$ cat src/rtl/sync_hs_arbiter.sv
// sync_hs_arbiter
//   Source-domain controller sharing one level-synchronizer crossing between REQ_NUM
//   requesters. A four-phase level handshake runs over the crossing: sig_level_source is
//   raised and held until ack_level (the returned level) is seen high, then lowered until
//   ack_level is seen low. Round-robin arbitration. xfer_data / xfer_id are captured at grant
//   and held for the whole handshake.
//
//   Optional feature macro: SYNC_HS_TIMEOUT_EN (per-phase timeout, pulses timeout_err).
//
// Ports
//   clk_source        source-domain clock
//   rst_source        synchronous active-high reset
//   req_valid         per-requester request, held until its req_ready pulse
//   req_data          per-requester data, requester i at [i*DATA_WIDTH +: DATA_WIDTH]
//   req_ready         one-hot 1-cycle grant pulse
//   done              one-hot 1-cycle transfer-complete pulse
//   sig_level_source  level into the forward synchronizer
//   xfer_data         bundled data word, stable while busy
//   xfer_id           granted requester index, stable while busy
//   ack_level         returned acknowledge, already synchronized into clk_source
//   busy              high in REQ_HI and REQ_LO
//   timeout_err       1-cycle pulse on a phase timeout (always 0 without the macro)
module sync_hs_arbiter #(
   parameter int unsigned REQ_NUM     = 4,
   parameter int unsigned DATA_WIDTH  = 8,
   parameter int unsigned TIMEOUT_CYC = 255,
   localparam int unsigned IdWidth    = $clog2(REQ_NUM)
) (
   input  logic                          clk_source,
   input  logic                          rst_source,
   input  logic [REQ_NUM-1:0]            req_valid,
   input  logic [REQ_NUM*DATA_WIDTH-1:0] req_data,
   output logic [REQ_NUM-1:0]            req_ready,
   output logic [REQ_NUM-1:0]            done,
   output logic                          sig_level_source,
   output logic [DATA_WIDTH-1:0]         xfer_data,
   output logic [IdWidth-1:0]            xfer_id,
   input  logic                          ack_level,
   output logic                          busy,
   output logic                          timeout_err
);

   if (REQ_NUM < 2 || REQ_NUM > 16 || TIMEOUT_CYC < 2 || TIMEOUT_CYC > 65535) begin : g_bad_param
      $error("sync_hs_arbiter: parameter out of legal range");
   end

   typedef enum logic [1:0] {StIdle, StReqHi, StReqLo} state_e;

   localparam logic [IdWidth:0]   ReqNumExt = (IdWidth + 1)'(REQ_NUM);
   localparam logic [IdWidth-1:0] LastIdx   = IdWidth'(REQ_NUM - 1);

   state_e                  state_q, state_d;
   logic [IdWidth-1:0]      rr_ptr_q, rr_ptr_d;
   logic                    sig_level_q, sig_level_d;
   logic [REQ_NUM-1:0]      req_ready_q, req_ready_d;
   logic [REQ_NUM-1:0]      done_q, done_d;
   logic [DATA_WIDTH-1:0]   xfer_data_q, xfer_data_d;
   logic [IdWidth-1:0]      xfer_id_q, xfer_id_d;
   logic                    busy_q, busy_d;
   logic                    timeout_err_q, timeout_err_d;

`ifdef SYNC_HS_TIMEOUT_EN
   localparam logic [15:0] TimeoutLast = 16'(TIMEOUT_CYC - 1);
   logic [15:0] cnt_q, cnt_d;
   // Set when REQ_HI timed out, so the following REQ_LO exit reports no completion.
   logic        abort_q, abort_d;
`endif

   // Round-robin search: first set request at or after rr_ptr, wrapping modulo REQ_NUM.
   logic               grant_found;
   logic [IdWidth-1:0] grant_idx;
   logic [IdWidth:0]   cand;

   always_comb begin
      grant_found = 1'b0;
      grant_idx   = '0;
      cand        = '0;
      for (int unsigned off = 0; off < REQ_NUM; off++) begin
         cand = {1'b0, rr_ptr_q} + (IdWidth + 1)'(off);
         if (cand >= ReqNumExt) begin
            cand = cand - ReqNumExt;
         end
         if (!grant_found && req_valid[cand[IdWidth-1:0]]) begin
            grant_found = 1'b1;
            grant_idx   = cand[IdWidth-1:0];
         end
      end
   end

   always_comb begin
      state_d       = state_q;
      rr_ptr_d      = rr_ptr_q;
      sig_level_d   = sig_level_q;
      req_ready_d   = '0;
      done_d        = '0;
      xfer_data_d   = xfer_data_q;
      xfer_id_d     = xfer_id_q;
      busy_d        = busy_q;
      timeout_err_d = 1'b0;
`ifdef SYNC_HS_TIMEOUT_EN
      cnt_d         = cnt_q;
      abort_d       = abort_q;
`endif
      unique case (state_q)
         StIdle: begin
            // A high ack here is left over from an earlier (possibly reset) handshake.
            if (grant_found && !ack_level) begin
               state_d                = StReqHi;
               sig_level_d            = 1'b1;
               busy_d                 = 1'b1;
               req_ready_d[grant_idx] = 1'b1;
               xfer_id_d              = grant_idx;
               xfer_data_d            = req_data[32'(grant_idx) * DATA_WIDTH +: DATA_WIDTH];
               rr_ptr_d               = (grant_idx == LastIdx) ? '0 : grant_idx + IdWidth'(1);
`ifdef SYNC_HS_TIMEOUT_EN
               cnt_d                  = '0;
               abort_d                = 1'b0;
`endif
            end
         end
         StReqHi: begin
            if (ack_level) begin
               state_d     = StReqLo;
               sig_level_d = 1'b0;
`ifdef SYNC_HS_TIMEOUT_EN
               cnt_d       = '0;
            end else if (cnt_q == TimeoutLast) begin
               state_d       = StReqLo;
               sig_level_d   = 1'b0;
               timeout_err_d = 1'b1;
               abort_d       = 1'b1;
               cnt_d         = '0;
            end else begin
               cnt_d = cnt_q + 16'd1;
`endif
            end
         end
         StReqLo: begin
            if (!ack_level) begin
               state_d = StIdle;
               busy_d  = 1'b0;
`ifdef SYNC_HS_TIMEOUT_EN
               cnt_d   = '0;
               if (!abort_q) begin
                  done_d[xfer_id_q] = 1'b1;
               end
            end else if (cnt_q == TimeoutLast) begin
               state_d       = StIdle;
               busy_d        = 1'b0;
               timeout_err_d = 1'b1;
               cnt_d         = '0;
            end else begin
               cnt_d = cnt_q + 16'd1;
`else
               done_d[xfer_id_q] = 1'b1;
`endif
            end
         end
         default: state_d = StIdle;
      endcase
   end

   always_ff @(posedge clk_source) begin
      if (rst_source) begin
         state_q       <= StIdle;
         rr_ptr_q      <= '0;
         sig_level_q   <= 1'b0;
         req_ready_q   <= '0;
         done_q        <= '0;
         xfer_data_q   <= '0;
         xfer_id_q     <= '0;
         busy_q        <= 1'b0;
         timeout_err_q <= 1'b0;
`ifdef SYNC_HS_TIMEOUT_EN
         cnt_q         <= '0;
         abort_q       <= 1'b0;
`endif
      end else begin
         state_q       <= state_d;
         rr_ptr_q      <= rr_ptr_d;
         sig_level_q   <= sig_level_d;
         req_ready_q   <= req_ready_d;
         done_q        <= done_d;
         xfer_data_q   <= xfer_data_d;
         xfer_id_q     <= xfer_id_d;
         busy_q        <= busy_d;
         timeout_err_q <= timeout_err_d;
`ifdef SYNC_HS_TIMEOUT_EN
         cnt_q         <= cnt_d;
         abort_q       <= abort_d;
`endif
      end
   end

   assign req_ready        = req_ready_q;
   assign done             = done_q;
   assign sig_level_source = sig_level_q;
   assign xfer_data        = xfer_data_q;
   assign xfer_id          = xfer_id_q;
   assign busy             = busy_q;
   assign timeout_err      = timeout_err_q;

endmodule

$ cat config.mk
export PLATFORM = sky130hd
export DESIGN_NAME = sync_hs_arbiter
export DESIGN_NICKNAME = d
export VERILOG_FILES = /design/src/rtl/sync_hs_arbiter.sv
export SDC_FILE = /design/constraint.sdc
export NUM_CORES = 1
export LEC_CHECK = 0
export BUFFER_PORTS_ARGS = -buffer_cell sky130_fd_sc_hd__buf_2
export CAP_MARGIN = 20
export CORE_UTILIZATION = 49
export CTS_CLUSTER_SIZE = 16
export DETAILED_ROUTE_END_ITERATION = 7
export GPL_TIMING_DRIVEN = 0
export PLACE_DENSITY = 0.84
export SYNTH_ARGS = -nofsm -noshare
export SYNTH_HDL_FRONTEND = slang
export SYNTH_SLANG_ARGS = --single-unit
$ cat constraint.sdc
create_clock -name clk_source -period 2.4 [get_ports clk_source]
set_input_delay 0.24 -clock clk_source [delete_from_list [all_inputs] [get_ports clk_source]]
set_output_delay 0.24 -clock clk_source [all_outputs]
set_load 0.01 [all_outputs]
# ---- Word-level counts from Yosys, hierarchy flattened
# Index checks and enable logic that the tools add are counted.
dict set report classes {
  n_mux 34
  addsub 8
  reduce_logical 19
  n_bitwise 3
  eq_ne 6
  magnitude_cmp 12
  shift 1
}
# operator n
set op_table {}
lappend op_table {{$shiftx A32 B6 Y8} 1}
lappend op_table {{$mux W2} 12}
lappend op_table {{$lt A2 B3 Y1 const B} 6}
lappend op_table {{$mux W1} 13}
lappend op_table {{$ge A3 B3 Y1 const B} 3}
lappend op_table {{$reduce_and A3 Y1} 3}
lappend op_table {{$bmux W1 S2} 4}
lappend op_table {{$sub A2 B1 Y2 const B} 4}
lappend op_table {{$add A2 B2 Y3 const B} 2}
lappend op_table {{$logic_and A1 B1 Y1} 6}
lappend op_table {{$ne A2 B2 Y1 const B} 3}
lappend op_table {{$pmux W2 S3} 1}
lappend op_table {{$reduce_or A3 Y1} 2}
lappend op_table {{$demux W1 S2} 2}
lappend op_table {{$eq A2 B2 Y1 const B} 2}
lappend op_table {{$ge A2 B1 Y1 const B} 2}
lappend op_table {{$logic_not A1 Y1} 4}
lappend op_table {{$pmux W1 S2} 2}
lappend op_table {{$reduce_bool A2 Y1} 2}
lappend op_table {{$add A2 B1 Y3 const B} 1}
lappend op_table {{$ge A2 B3 Y1 const B} 1}
lappend op_table {{$not A1 Y1} 3}
lappend op_table {{$add A2 B1 Y2 const B} 1}
lappend op_table {{$eq A2 B1 Y1 const B} 1}
lappend op_table {{2 further kinds} 2}
dict set report word_totals {
  word_cells 91
  regBits 24
  input_bits 39
  out_inout_bits 21
}

# ---- Logic depth before layout (Yosys ltp)
dict set report logic_depth {
  ltp_word 18
  ltp_mapped 8
  mapped_depth_nobuf 6
}

# ---- Worst setup path after synthesis
# OpenSTA, ideal clock, no wires.
dict set report synth_path {
  path_type {flip-flop to flip-flop}
  startpoint {reg rr_ptr_q[1]}
  endpoint {reg rr_ptr_q[1]}
  slack_ns 0.802
  t_required_ns 2.271
  path_stages_with_launch 9
  arrival_ns 1.469
  synth_period_minus_slack_ns 1.598
  n_path_buf 2
  setup_time_ns 0.129
  cell_sequence {dfxtp_1 > a21oi_2 > o21ai_1 > o2bb2a_4 > buf_12 > buf_12 > ha_1 > mux2i_1 > nor2_1}
}
dict set report synth_via {
  elab_chain_len 16
  word_cells_on_any_way 42
  cone_classes {add/sub (8); order compare (4); eq/ne (1); mux (21); reduce/logical (8)}
}
# item line_no
set synth_rtl {}
lappend synth_rtl {{start: declaration} 53} ;# logic [IdWidth-1:0] rr_ptr_q, rr_ptr_d;
lappend synth_rtl {{start signal: assignment} 180} ;# rr_ptr_q <= rr_ptr_d;
lappend synth_rtl {{parallel branches: the longest is 13 deep, another holds $add A2 B1 Y3} n/a}
lappend synth_rtl {{$mux W2 (*)} 83} ;# if (!grant_found && req_valid[cand[IdWidth-1:0]]) begin
lappend synth_rtl {{net grant_idx[1]} 71} ;# logic [IdWidth-1:0] grant_idx;
lappend synth_rtl {{$add A2 B1 Y2 / $eq A2 B2 Y1 (equally long branches)} 114} ;# rr_ptr_d = (grant_idx == LastIdx) ? '0 : grant_idx + IdWidth'(1);
lappend synth_rtl {{$mux W2 (*)} 114}
# Mark *: on every way through the listed nets, which the timed path passes. The select of a mux whose other input is x is not followed.
# A chain may end at the register's enable or synchronous reset.

# ---- Worst setup path after layout
# Same ends and word-level chain as after synthesis.

==> impl_metrics.tcl <==
set metrics [dict create \
    status "finished clean" \
    synth_area_sq_um 1230 \
    synth_common_cells "dfxtp_1, mux2i_1, nor2_1" \
    cts_buffer_depth 2 \
    initial_utilization_pct 53.8 \
    clk_latency_ns 0.32 \
    fin_tns_setup_ns 0 \
    cp.required_ns 2.61 \
    peakVddDrop_mv 0.785 \
    finalNetCount 224 \
    hold_violations 0 \
    wl_microns 3030 \
    htreeDepth 1 \
    power.density_nw_per_um2 623 \
    overflow 0 \
    clkSinkCount 24 \
    grt_max_degree 15 \
    drtIter0Drc 18 \
    drt-vias-per-instance 5.23 \
    synth-main-ff-cell "dfxtp_1" \
    fillerInstances 191 \
    maxCapViolCount 0 \
    post-place-ws_ns 0.636 \
    fin_crit_sh_pct 74.6 \
    ys_top_cells_by_area "dfxtp_1, mux2i_1, o221ai_1" \
    global_route.usage.total_pct 24.5 \
    core_area_sq_um 2300 \
    detail-route-antenna-nets 0 \
    rows 17 \
    synth_edf_count 0 \
    crit_path_end_kind "flip-flop" \
    fin_area_sq_um 1610 \
    async_flop_share_pct 0 \
    maxSlewViolCount 0 \
    min_from "ack_level" \
    synth_area_per_cell_sq_um 10.5 \
    first_pass_iters 4 \
    cts_buffers 3 \
    numPortBuffers 58 \
    drive_above_1_share_pct 44.4 \
    layout_setup_ws_ns 0.609 \
    finalClockSkew_ns 0.00484 \
    gp_congestion 0.737 \
    die_w_microns 52.2 \
    p_leak_nw 0.778 \
    synth_top_cell_area_share_pct 38.9 \
    yosys.cell_count.top_type "dfxtp_1" \
    fin_crit_ns 1.79 \
    ctsHoldBuffers 0 \
    die_height_microns 52.2 \
    synth_cell_types 33 \
    wl_per_cell_microns 14.6 \
    vias 1087 \
    num_antenna_cells 0 \
    cts_tree "built" \
    syn_to_final_growth_pct 30.6 \
    r2r-start "rr_ptr_q[1]" \
    die-area_sq_um 2720 \
    syn-num-nets 161 \
    num_io_pins 60 \
    clk_pin_slew_worst_paths_ns 0.14 \
    yosysTopAreaCell "dfxtp_1" \
    cp-start-kind "flip-flop" \
    startpoint "rr_ptr_q[1]" \
    hpwl_microns 2310 \
    path_max_fanout 11 \
    worst_hold_path_type "in -> reg" \
    postSynthCellCount 118 \
    drc_errors 0 \
    rsz0062_at_grt "false" \
    hold_ws_ns 0.127 \
    setup_violations 0 \
    max_freq_mhz 558 \
    antenna_found_initial 0 \
    postCtsResizedCells 0 \
    path_class "reg -> reg" \
    grt_pass1_wl_microns 4860 \
    synth_seq_cells 24 \
    placed_area_sq_um 1560 \
    critical_path_arrival_ns 2.00 \
    ys_seq_area_share_pct 38.9 \
    grt_pass1_vias 1047 \
    yosys_warnings 0 \
    cts_setup_buffers 0 \
    root_buffer "clkbuf_4" \
]
[final cells by class]
| class | instances | area, sq um | area share [%] |
|---|---|---|---|
| Tap cell | 28 | 35.0 | 2.17 |
| Timing Repair Buffer | 58 | 290 | 18.0 |
| Clock buffer | 3 | 22.5 | 1.40 |
| Clock inverter | 1 | 30.0 | 1.86 |
| Sequential cell | 24 | 480 | 29.8 |
| Multi-Input combinational cell | 84 | 669 | 41.5 |
| Inverter | 4 | 15.0 | 0.931 |
| Buffer | 6 | 70.1 | 4.34 |
[sequential cells by signal, indices dropped and copies added (netlist names)]
signal            count
rr_ptr_q              2
xfer_id               2
done                  4
xfer_data             8
sig_level_source      1
req_ready             4
busy                  1
state_q               2
[path summary, 6_finish.rpt]
| check | cells past startpoint | endpoint | slack, ns |
|---|---|---|---|
| setup reg to reg | 8 | rr_ptr_q[1] | 0.61 |
| setup / recovery | 8 | rr_ptr_q[1] | 0.61 |
| hold reg to reg | 1 | done[1] | 0.51 |
| hold / removal | 2 | state_q[0] | 0.13 |
[kinds of logic (layout without fill, tap and decap cells)]
logic type	Yosys count	after routing	share of synthesized area [%]
adder cells (fa/ha/maj)	4	4	4.05
AO/OA/AOI/OAI	18	18	12.1
buffers and inverters	10	72	6.89
AND/OR/NAND/NOR	40	40	20.9
flip-flops	24	24	38.9
multiplexers	20	20	16.2
XOR/XNOR	1	1	0.709
other	1	1	0.304
[metrics by stage]
stage | std cells | util, % | total power [mW]
after global placement | 204 | 67.9 | 0.698
after detailed placement | 204 | 67.9 | 0.712
after CTS | 208 | 70.2 | 1.01
after floorplan | 118 | - | 0.622
final | 208 | 70.2 | 1.00
after global routing | 208 | 70.2 | 1.05
[critical path, stage by stage (launching register included)]
cell and delay [ns]:
dfxtp_1 0.48, a21oi_2 0.09, o21ai_1 0.18, o2bb2a_4 0.19, buf_12 0.15, buf_12 0.15, ha_1 0.26, mux2i_1 0.13
nor2_1 0.05
[per-layer routing]
layer / part of all wire [%] / vias up / global-route usage, % / wire (microns)
met3: 3.3 / 4 / 6.38 / 101
met1: 42 / 506 / 28.3 / 1280
met2: 53 / 28 / 44.4 / 1620
met5: 0 / - / 0 / 0
li1: - / 549 / - / -
met4: 1.1 / 0 / 6.14 / 33
[report_power, final]
part | internal, mW | leakage [nW] | switching (mW)
clock | 0.169 | 0.0279 | 0.132
sequential | 0.428 | 0.196 | 0.0220
combinational | 0.128 | 0.554 | 0.126
total | 0.725 | 0.778 | 0.280
[placed cells by master (no fill, tap or decap), drive strengths merged]
| master | Yosys | layout |
|---|---|---|
| nand2b | 2 | 2 |
| nand2 | 4 | 4 |
| a211oi | 2 | 2 |
| and2 | 4 | 4 |
| nand3b | 9 | 9 |
| mux2i | 20 | 20 |
| nor3 | 1 | 1 |
| and3 | 2 | 2 |
| dfxtp | 24 | 24 |
| nor4 | 2 | 2 |
| a21oi | 6 | 6 |
| nor3b | 1 | 1 |
| xnor2 | 1 | 1 |
| buf | 4 | 62 |
| ha | 4 | 4 |
| bufinv | 0 | 1 |
| or4 | 1 | 1 |
| conb | 1 | 1 |
| o21ai | 1 | 1 |
| o221ai | 8 | 8 |
| nor4b | 1 | 1 |
| inv | 4 | 4 |
| nor2 | 13 | 13 |
| o2bb2a | 1 | 1 |
| clkbuf | 2 | 5 |
No activity file was read; power rests on OpenSTA's default activity.
